File: src/rtl/clk_reset_seq.sv
// clk_reset_seq: multi-channel clock divider, reset stretcher and CPU run/halt/step controller
// Optional feature macro CLKGEN_STEP_EN: when defined, halt/step control with HALT and STEP states;
// when undefined, halt/step are ignored and the controller only moves between RST and RUN.
module clk_reset_seq #(
    parameter int NCH         = 2,
    parameter int CNT_W       = 25,
    parameter int RESET_TICKS = 8
) (
    input  logic                 CLK,
    input  logic                 reset_n,
    input  logic [NCH*CNT_W-1:0] div,
    input  logic                 soft_reset,
    input  logic                 halt,
    input  logic                 step,
    output logic [NCH-1:0]       clk_out,
    output logic [NCH-1:0]       tick,
    output logic                 sys_reset,
    output logic                 cpu_en,
    output logic [1:0]           state
);
    localparam int RW = $clog2(RESET_TICKS + 1);
    localparam logic [CNT_W-1:0] MIN_P = CNT_W'(2);
    localparam logic [CNT_W-1:0] ONE = CNT_W'(1);
    typedef enum logic [1:0] {RST = 2'd0, RUN = 2'd1, HALT = 2'd2, STEP = 2'd3} state_t;
    state_t st, st_nxt;
    logic [NCH-1:0] tick_nxt;
    logic [RW-1:0] rcnt, rcnt_nxt;
    logic cpu_en_nxt;
    for (genvar i = 0; i < NCH; i++) begin : g_ch
        logic [CNT_W-1:0] d, shadow, per, cnt;
        logic co_q, tk_q;
        assign d = div[i*CNT_W +: CNT_W];
        assign per = (cnt == '0) ? ((d < MIN_P) ? MIN_P : d) : shadow;
        assign tick_nxt[i] = cnt == per - ONE;
        // count through one period; the divisor is captured only at the start of a period
        always_ff @(posedge CLK or negedge reset_n) begin
            if (!reset_n) begin
                cnt    <= '0;
                shadow <= MIN_P;
                co_q   <= 1'b0;
                tk_q   <= 1'b0;
            end else begin
                cnt  <= tick_nxt[i] ? '0 : cnt + ONE;
                if (cnt == '0) shadow <= per;
                co_q <= cnt < (per >> 1);
                tk_q <= tick_nxt[i];
            end
        end
        assign clk_out[i] = co_q;
        assign tick[i]    = tk_q;
    end
    assign rcnt_nxt = soft_reset ? RW'(RESET_TICKS) : (tick[0] && rcnt != '0) ? rcnt - RW'(1) : rcnt;
    // reset stretcher: hold sys_reset until RESET_TICKS channel-0 ticks have been seen
    always_ff @(posedge CLK or negedge reset_n) begin
        if (!reset_n) begin
            rcnt      <= RW'(RESET_TICKS);
            sys_reset <= 1'b1;
        end else begin
            rcnt      <= rcnt_nxt;
            sys_reset <= rcnt_nxt != '0;
        end
    end
`ifdef CLKGEN_STEP_EN
    // controller next state; a step owes exactly one enable, delivered on the next channel-0 tick
    always_comb begin
        st_nxt = st;
        if (soft_reset) st_nxt = RST;
        else begin
            case (st)
                RST:     if (rcnt_nxt == '0) st_nxt = halt ? HALT : RUN;
                RUN:     if (halt) st_nxt = HALT;
                HALT:    st_nxt = !halt ? RUN : step ? STEP : HALT;
                STEP:    if (tick_nxt[0]) st_nxt = halt ? HALT : RUN;
                default: st_nxt = RST;
            endcase
        end
        cpu_en_nxt = tick_nxt[0] && !soft_reset && (st_nxt == RUN || st == STEP);
    end
`else
    logic unused_ctl;
    assign unused_ctl = halt ^ step;
    // controller next state: run as soon as the reset sequence completes
    always_comb begin
        st_nxt     = soft_reset ? RST : (rcnt_nxt == '0) ? RUN : st;
        cpu_en_nxt = tick_nxt[0] && !soft_reset && st_nxt == RUN;
    end
`endif
    // controller state and cpu enable registers
    always_ff @(posedge CLK or negedge reset_n) begin
        if (!reset_n) begin
            st     <= RST;
            cpu_en <= 1'b0;
        end else begin
            st     <= st_nxt;
            cpu_en <= cpu_en_nxt;
        end
    end
    assign state = st;
endmodule

File: config.mk
export PLATFORM = sky130hd
export DESIGN_NAME = clk_reset_seq
export DESIGN_NICKNAME = d
export VERILOG_FILES = /design/src/rtl/clk_reset_seq.sv
export SDC_FILE = /design/constraint.sdc
export NUM_CORES = 1
export LEC_CHECK = 0
export CAP_MARGIN = 5
export CORE_MARGIN = 3
export CORE_UTILIZATION = 42
export CTS_CLUSTER_DIAMETER = 150
export DETAILED_ROUTE_END_ITERATION = 8
export SLEW_MARGIN = 5
export SYNTH_ARGS = -nofsm -noshare
export SYNTH_HDL_FRONTEND = slang
export SYNTH_SLANG_ARGS = --single-unit
File: constraint.sdc
create_clock -name CLK -period 4.8 [get_ports CLK]
set_input_delay 0.96 -clock CLK [delete_from_list [all_inputs] [get_ports CLK]]
set_output_delay 0.96 -clock CLK [all_outputs]
set_load 0.005 [all_outputs]
==> After elaboration in Yosys (flattened, before gate mapping) <==
Cells that the tools add are included.
{ "op_classes": {"n_addsub": 5, "order_cmp": 4, "n_eq_ne": 3, "mux": 10, "reduce_logical": 9} }
{ "ops": {"columns": ["op", "count"], "rows": [
  ["25-bit two-way mux", 6],
  ["25-bit by 1-bit adder with 25-bit output (second input constant)", 2],
  ["25-bit == test", 2],
  ["25-bit zero test", 2],
  ["25-bit by 2-bit less-than comparator with 1-bit output (second input constant)", 2],
  ["25-bit by 24-bit less-than comparator with 1-bit output", 2],
  ["25-bit by 1-bit subtractor with 25-bit output (second input constant)", 2],
  ["4-bit two-way mux", 2],
  ["4-bit nonzero test", 2],
  ["4-bit zero test", 1],
  ["2-bit two-way mux", 2],
  ["4-bit by 1-bit subtractor with 4-bit output (second input constant)", 1],
  ["1-bit logical AND", 3],
  ["2-bit by 1-bit == test with 1-bit output (second input constant)", 1],
  ["1-bit zero test", 1]
]} }
{ "totals": {"ff_bits": 112, "in_bits": 55, "output_inout_bits": 8, "wordCells": 43} }

==> Depth between registers and ports, before layout <==
{ "logic_depth": {"ltp_word": 9, "ltp_mapped": 22, "mapped_depth_nobuf": 18} }

==> Worst setup path after synthesis <==
OpenSTA, ideal clock, no wires.
{ "synth_timing": {"path_type": "in2reg", "start": "input port div[9]", "end": "register g_ch[0].cnt[11]", "setup_ns": 0.119, "arrival_ns": 4.953, "required_time_ns": 4.681, "setup_slack_ns": -0.272, "stages": 17, "path_buffers": 3, "cell_sequence": "nor4_2 -> nand2_1 -> or4_1 -> buf_2 -> a31oi_2 -> ha_1 -> nor4b_1 -> and2_1 -> clkbuf_1 -> nand3_1 -> mux2i_1 -> o31a_1 -> a2111oi_0 -> nand4_1 -> nor4_4 -> buf_6 -> nor2_1"} }
{ "synth_via": {"elab_chain_cells": 6} }
{ "synth_lines": {"columns": ["element", "line", "text"], "rows": [
  ["start, declared", "11", "input logic [NCH*CNT_W-1:0] div,"],
  ["25-bit by 2-bit less-than comparator with 1-bit output", "33", "assign per = (cnt == '0) ? ((d < MIN_P) ? MIN_P : d) : shadow;"],
  ["25-bit two-way mux * (2 in a row)", "33", null],
  ["25-bit by 1-bit subtractor with 25-bit output *", "34", "assign tick_nxt[i] = cnt == per - ONE;"],
  ["25-bit == test *", "34", null],
  ["25-bit two-way mux *", "43", "cnt <= tick_nxt[i] ? '0 : cnt + ONE;"],
  ["end signal, assigned", "43", null],
  ["end, declared", "30", "logic [CNT_W-1:0] d, shadow, per, cnt;"]
]} }
Mark *: on every way between the ends. The rest lies on a longest branch, timed or not.
A chain may end at the register's enable or synchronous reset.

==> Final worst setup path <==
{ "layout_timing": {"start": "input port div[36]", "end": "register g_ch[1].cnt[15]"} }
{ "layout_via": {"elab_chain_cells": 6} }
{ "layout_lines": {"columns": ["element", "line"], "rows": [
  ["25-bit by 2-bit less-than comparator with 1-bit output", "33"],
  ["25-bit two-way mux * (2 in a row)", "33"],
  ["25-bit by 1-bit subtractor with 25-bit output *", "34"],
  ["25-bit == test *", "34"],
  ["25-bit two-way mux *", "43"],
  ["end signal, assigned", "43"],
  ["end, declared", "30"]
]} }
Marks and branches as above.

==> impl_metrics.yaml <==
pwr:
  p_seq_share_pct: 46.6
  p_comb_share_pct: 14.6
  p_switching_mw: 0.5811
  power.leakage_nw: 5.506
  peakVddDrop_mv: 0.1726
  p_sw_share_pct: 27.35
  power.density_nw_per_um2: 183.4
  pwr-share-clk_pct: 38.8
  p_int_mw: 1.543
synthesis:
  synthCells: 1033
  synth.net_count: 1141
  yosys_most_used_dff: "dfrtp_1"
  yosysTopAreaCell: "dfrtp_1"
  ys_ff_latch: 112
  yosysWarnings: 0
  ys_seq_area_share_pct: 31.22
  yosysMostFrequentCell: "dfrtp_1"
  synth_top_area_share_pct: 30.05
  synthDistinctLibCells: 79
  ys_async_sr_fraction_pct: 100.0
  syn_area_per_cell_um2: 8.705
  netlist_area_um2: 8992
  synth_area_leaders: "dfrtp_1, ha_1, xnor2_1"
  synth_edf_count: 0
  synthTopCellsByCount: "dfrtp_1, nand2_1, nor2_1, xnor2_1, inv_1"
floorplanning:
  row_count: 52
  dieArea_um2: 23200
  coreArea_um2: 20620
  start_util_pct: 43.60
  io_pins: 63
  die_height_um: 152.3
  dieWidth_um: 152.3
worst_setup_path:
  rr_endpoint: "g_ch[1].cnt[15]"
  timing.reg2reg.setup_slack_ns: 0.23
  cp_max_fo: 6
  crit_chain: "clkdlybuf4s15_1 -> or4_4 -> nor4b_4 -> buf_4 -> a21boi_2 -> mux2i_2 -> ha_2 -> buf_4 -> nand2b_4 -> nor2_4 -> nand4_1 -> o31a_1 -> or4_4 -> a2111oi_4 -> and4_4 -> buf_12 -> buf_12 -> buf_16 -> a21oi_1"
  crit_type: "in2reg"
  startpoint_type: "input pin"
  cp_data_arrival_time_ns: 4.95
  critical_path.endpoint: "g_ch[1].cnt[15]"
  required_ns: 5.04
  r2r_start: "g_ch[1].cnt[0]"
  cp_slowest_cell: "or4_4"
  worstRegToRegCells: 19
  critPathCaptureType: "flop"
  crit_start: "div[36]"
  cpPeakStageDelay_ns: 0.55
cells_and_area:
  num-nets-final: 1323
  multiInputGateArea_um2: 5948
  n_antenna_cell: 0
  drive_gt1_share_pct: 19.51
  final_area_um2: 11590
  area_growth_pct: 28.84
  regArea_um2: 2808
  num-fill-cells: 1856
clocking:
  clk_pin_slew_ns: 0.09
  cts_tree: "yes"
  insertion_delay_ns: 0.36
  clock_path_buffers: 2
  cts_hold_buf: 0
  htreeDepth: 3
  cts_made_buffers: 9
  cts_root_buf: "clkbuf_16"
  clock_sinks: 112
route:
  vias: 8359
  postRouteAntennaNets: 0
  viasPerCell: 5.610
  drc: 0
  wl_per_cell_um: 18.16
  dr.pass1.iters: 5
  drtIter0Drc: 577
  drt-total-wl_um: 27050
global_routing:
  grt_pass1_wl_um: 44510
  grt_overflow: 0
  grt_usage_pct: 23.24
  grt_pass1_vias: 8701
  grt_max_degree: 55
  antenna_found_initial: 0
timing:
  maxSlewViolCount: 0
  finalCritPeriodShare_pct: 98.02
  max_freq_mhz: 212.5
  finClkSkew_ns: 0.01179
  worst_pin_slew_ns: 0.7156
  max_slew_margin_pct: 51.86
  min_period_ns: 4.705
  setup_viol: 0
  hold_ws_ns: 0.4911
  worst_slack_ns: 0.09504
  hold_viol: 0
place:
  port_buffers: 60
  placed_area_um2: 10680
  routabilityCongestion: 0.9250
  dp_slack_ns: -0.6589
  hpwlAfterDp_um: 19950
run:
  maxCapViolCount: 0
worst_hold_path:
  min_path_type: "in2async"
status:
  status: "finished, final reports clean"
[registers in the layout, indices dropped and copies added, names as in the netlist]
| name | count |
|---|---|
| cpu_en | 1 |
| g_ch.cnt | 50 |
| g_ch.co_q | 2 |
| g_ch.shadow | 50 |
| g_ch.tk_q | 2 |
| rcnt | 4 |
| state | 2 |
| sys_reset | 1 |
[cells by family after synthesis]
logic type,count (synthesis),synth area share (%)
AND/OR/NAND/NOR,412,24.98
XOR/XNOR,125,12.17
flip-flops,112,31.22
buffers and inverters,111,5.844
multiplexers,36,4.146
AO/OA/AOI/OAI,184,14.26
adder cells (fa/ha/maj),53,7.374
[area by class of cell]
type,count,share of cell area [%]
clock buffers,10,2.063
clock inverters,6,0.6264
inverters,66,2.138
multi-input cells,810,51.34
flip-flops and latches,112,24.23
well taps,270,2.916
repair buffers,216,16.68
[metrics by stage]
step	TNS, ns	instances	util, %	total power, mW
after floorplan	0	1033	-	1.138
after global placement	-30.28	1445	51.76	1.303
after detailed placement	-32.12	1445	51.76	1.306
after CTS	0	1485	55.24	2.138
after global routing	-0.02214	1490	56.18	2.215
final	0	1490	56.18	2.124
[critical path: cells and delay by family]
family                     cells  cell delay, ns
adders and majority gates      1            0.26
buffers and inverters          6            0.82
AOI/OAI and AO/OA              4            0.71
and+or+nand+nor                7            1.98
muxes                          1            0.20
[power groups by stage]
| stage | sequential, mW | clock (mW) | combinational [mW] |
|---|---|---|---|
| 2_1_floorplan | 1.00 | 0 | 0.138 |
| 3_3_place_gp | 1.01 | 0 | 0.296 |
| 3_5_place_dp | 1.01 | 0 | 0.298 |
| 4_1_cts | 0.990 | 0.842 | 0.306 |
| 5_1_grt | 0.994 | 0.876 | 0.345 |
| 6_report | 0.990 | 0.823 | 0.311 |
[what timing repair did]
| action | CTS | global route |
|---|---|---|
| endpoints found under the setup margin | 53 | 53 |
| buffers inserted | 19 | 6 |
| gates cloned | 5 | 0 |
| hold endpoints to repair | 0 | 0 |
| resized for setup | 49 | 55 |
| pin swaps | 24 | 36 |
[cells in the final DEF (no fill, tap or decap), types with 18 or more instances in the layout]
cell,instances
a21o_1,18
a21oi_1,52
buf_4,146
clkdlybuf4s50_1,20
dfrtp_1,108
dlymetal6s2s_1,24
ha_1,51
inv_1,66
mux2i_1,34
nand2_1,76
nand2b_1,22
nand3_1,43
nand4_1,22
nor2_1,77
nor3_1,26
nor4_1,20
o21ai_0,23
xnor2_1,69
xor2_1,56
[worst min-delay path by stage]
stage,start,to,slack [ns]
final,reset_n,g_ch[1].tk_q,0.49
after global routing,reset_n,g_ch[1].tk_q,0.50
after CTS,reset_n,g_ch[1].tk_q,0.50
after detailed placement,g_ch[1].cnt[0],g_ch[1].cnt[0],0.50
after global placement,g_ch[1].cnt[0],g_ch[1].cnt[0],0.50
after floorplan,g_ch[1].cnt[0],g_ch[1].cnt[0],0.46
[metal layers]
| metal | global-route usage, % | vias to the layer above | part of all wire, % |
|---|---|---|---|
| met2 | 40.94 | 221 | 50 |
| li1 | - | 4075 | - |
| met4 | 7.920 | 0 | 3.0 |
| met1 | 28.91 | 4017 | 43 |
| met5 | 0 | - | 0 |
| met3 | 3.806 | 46 | 4.2 |
Note: power is estimated with default switching activity, not from simulation.
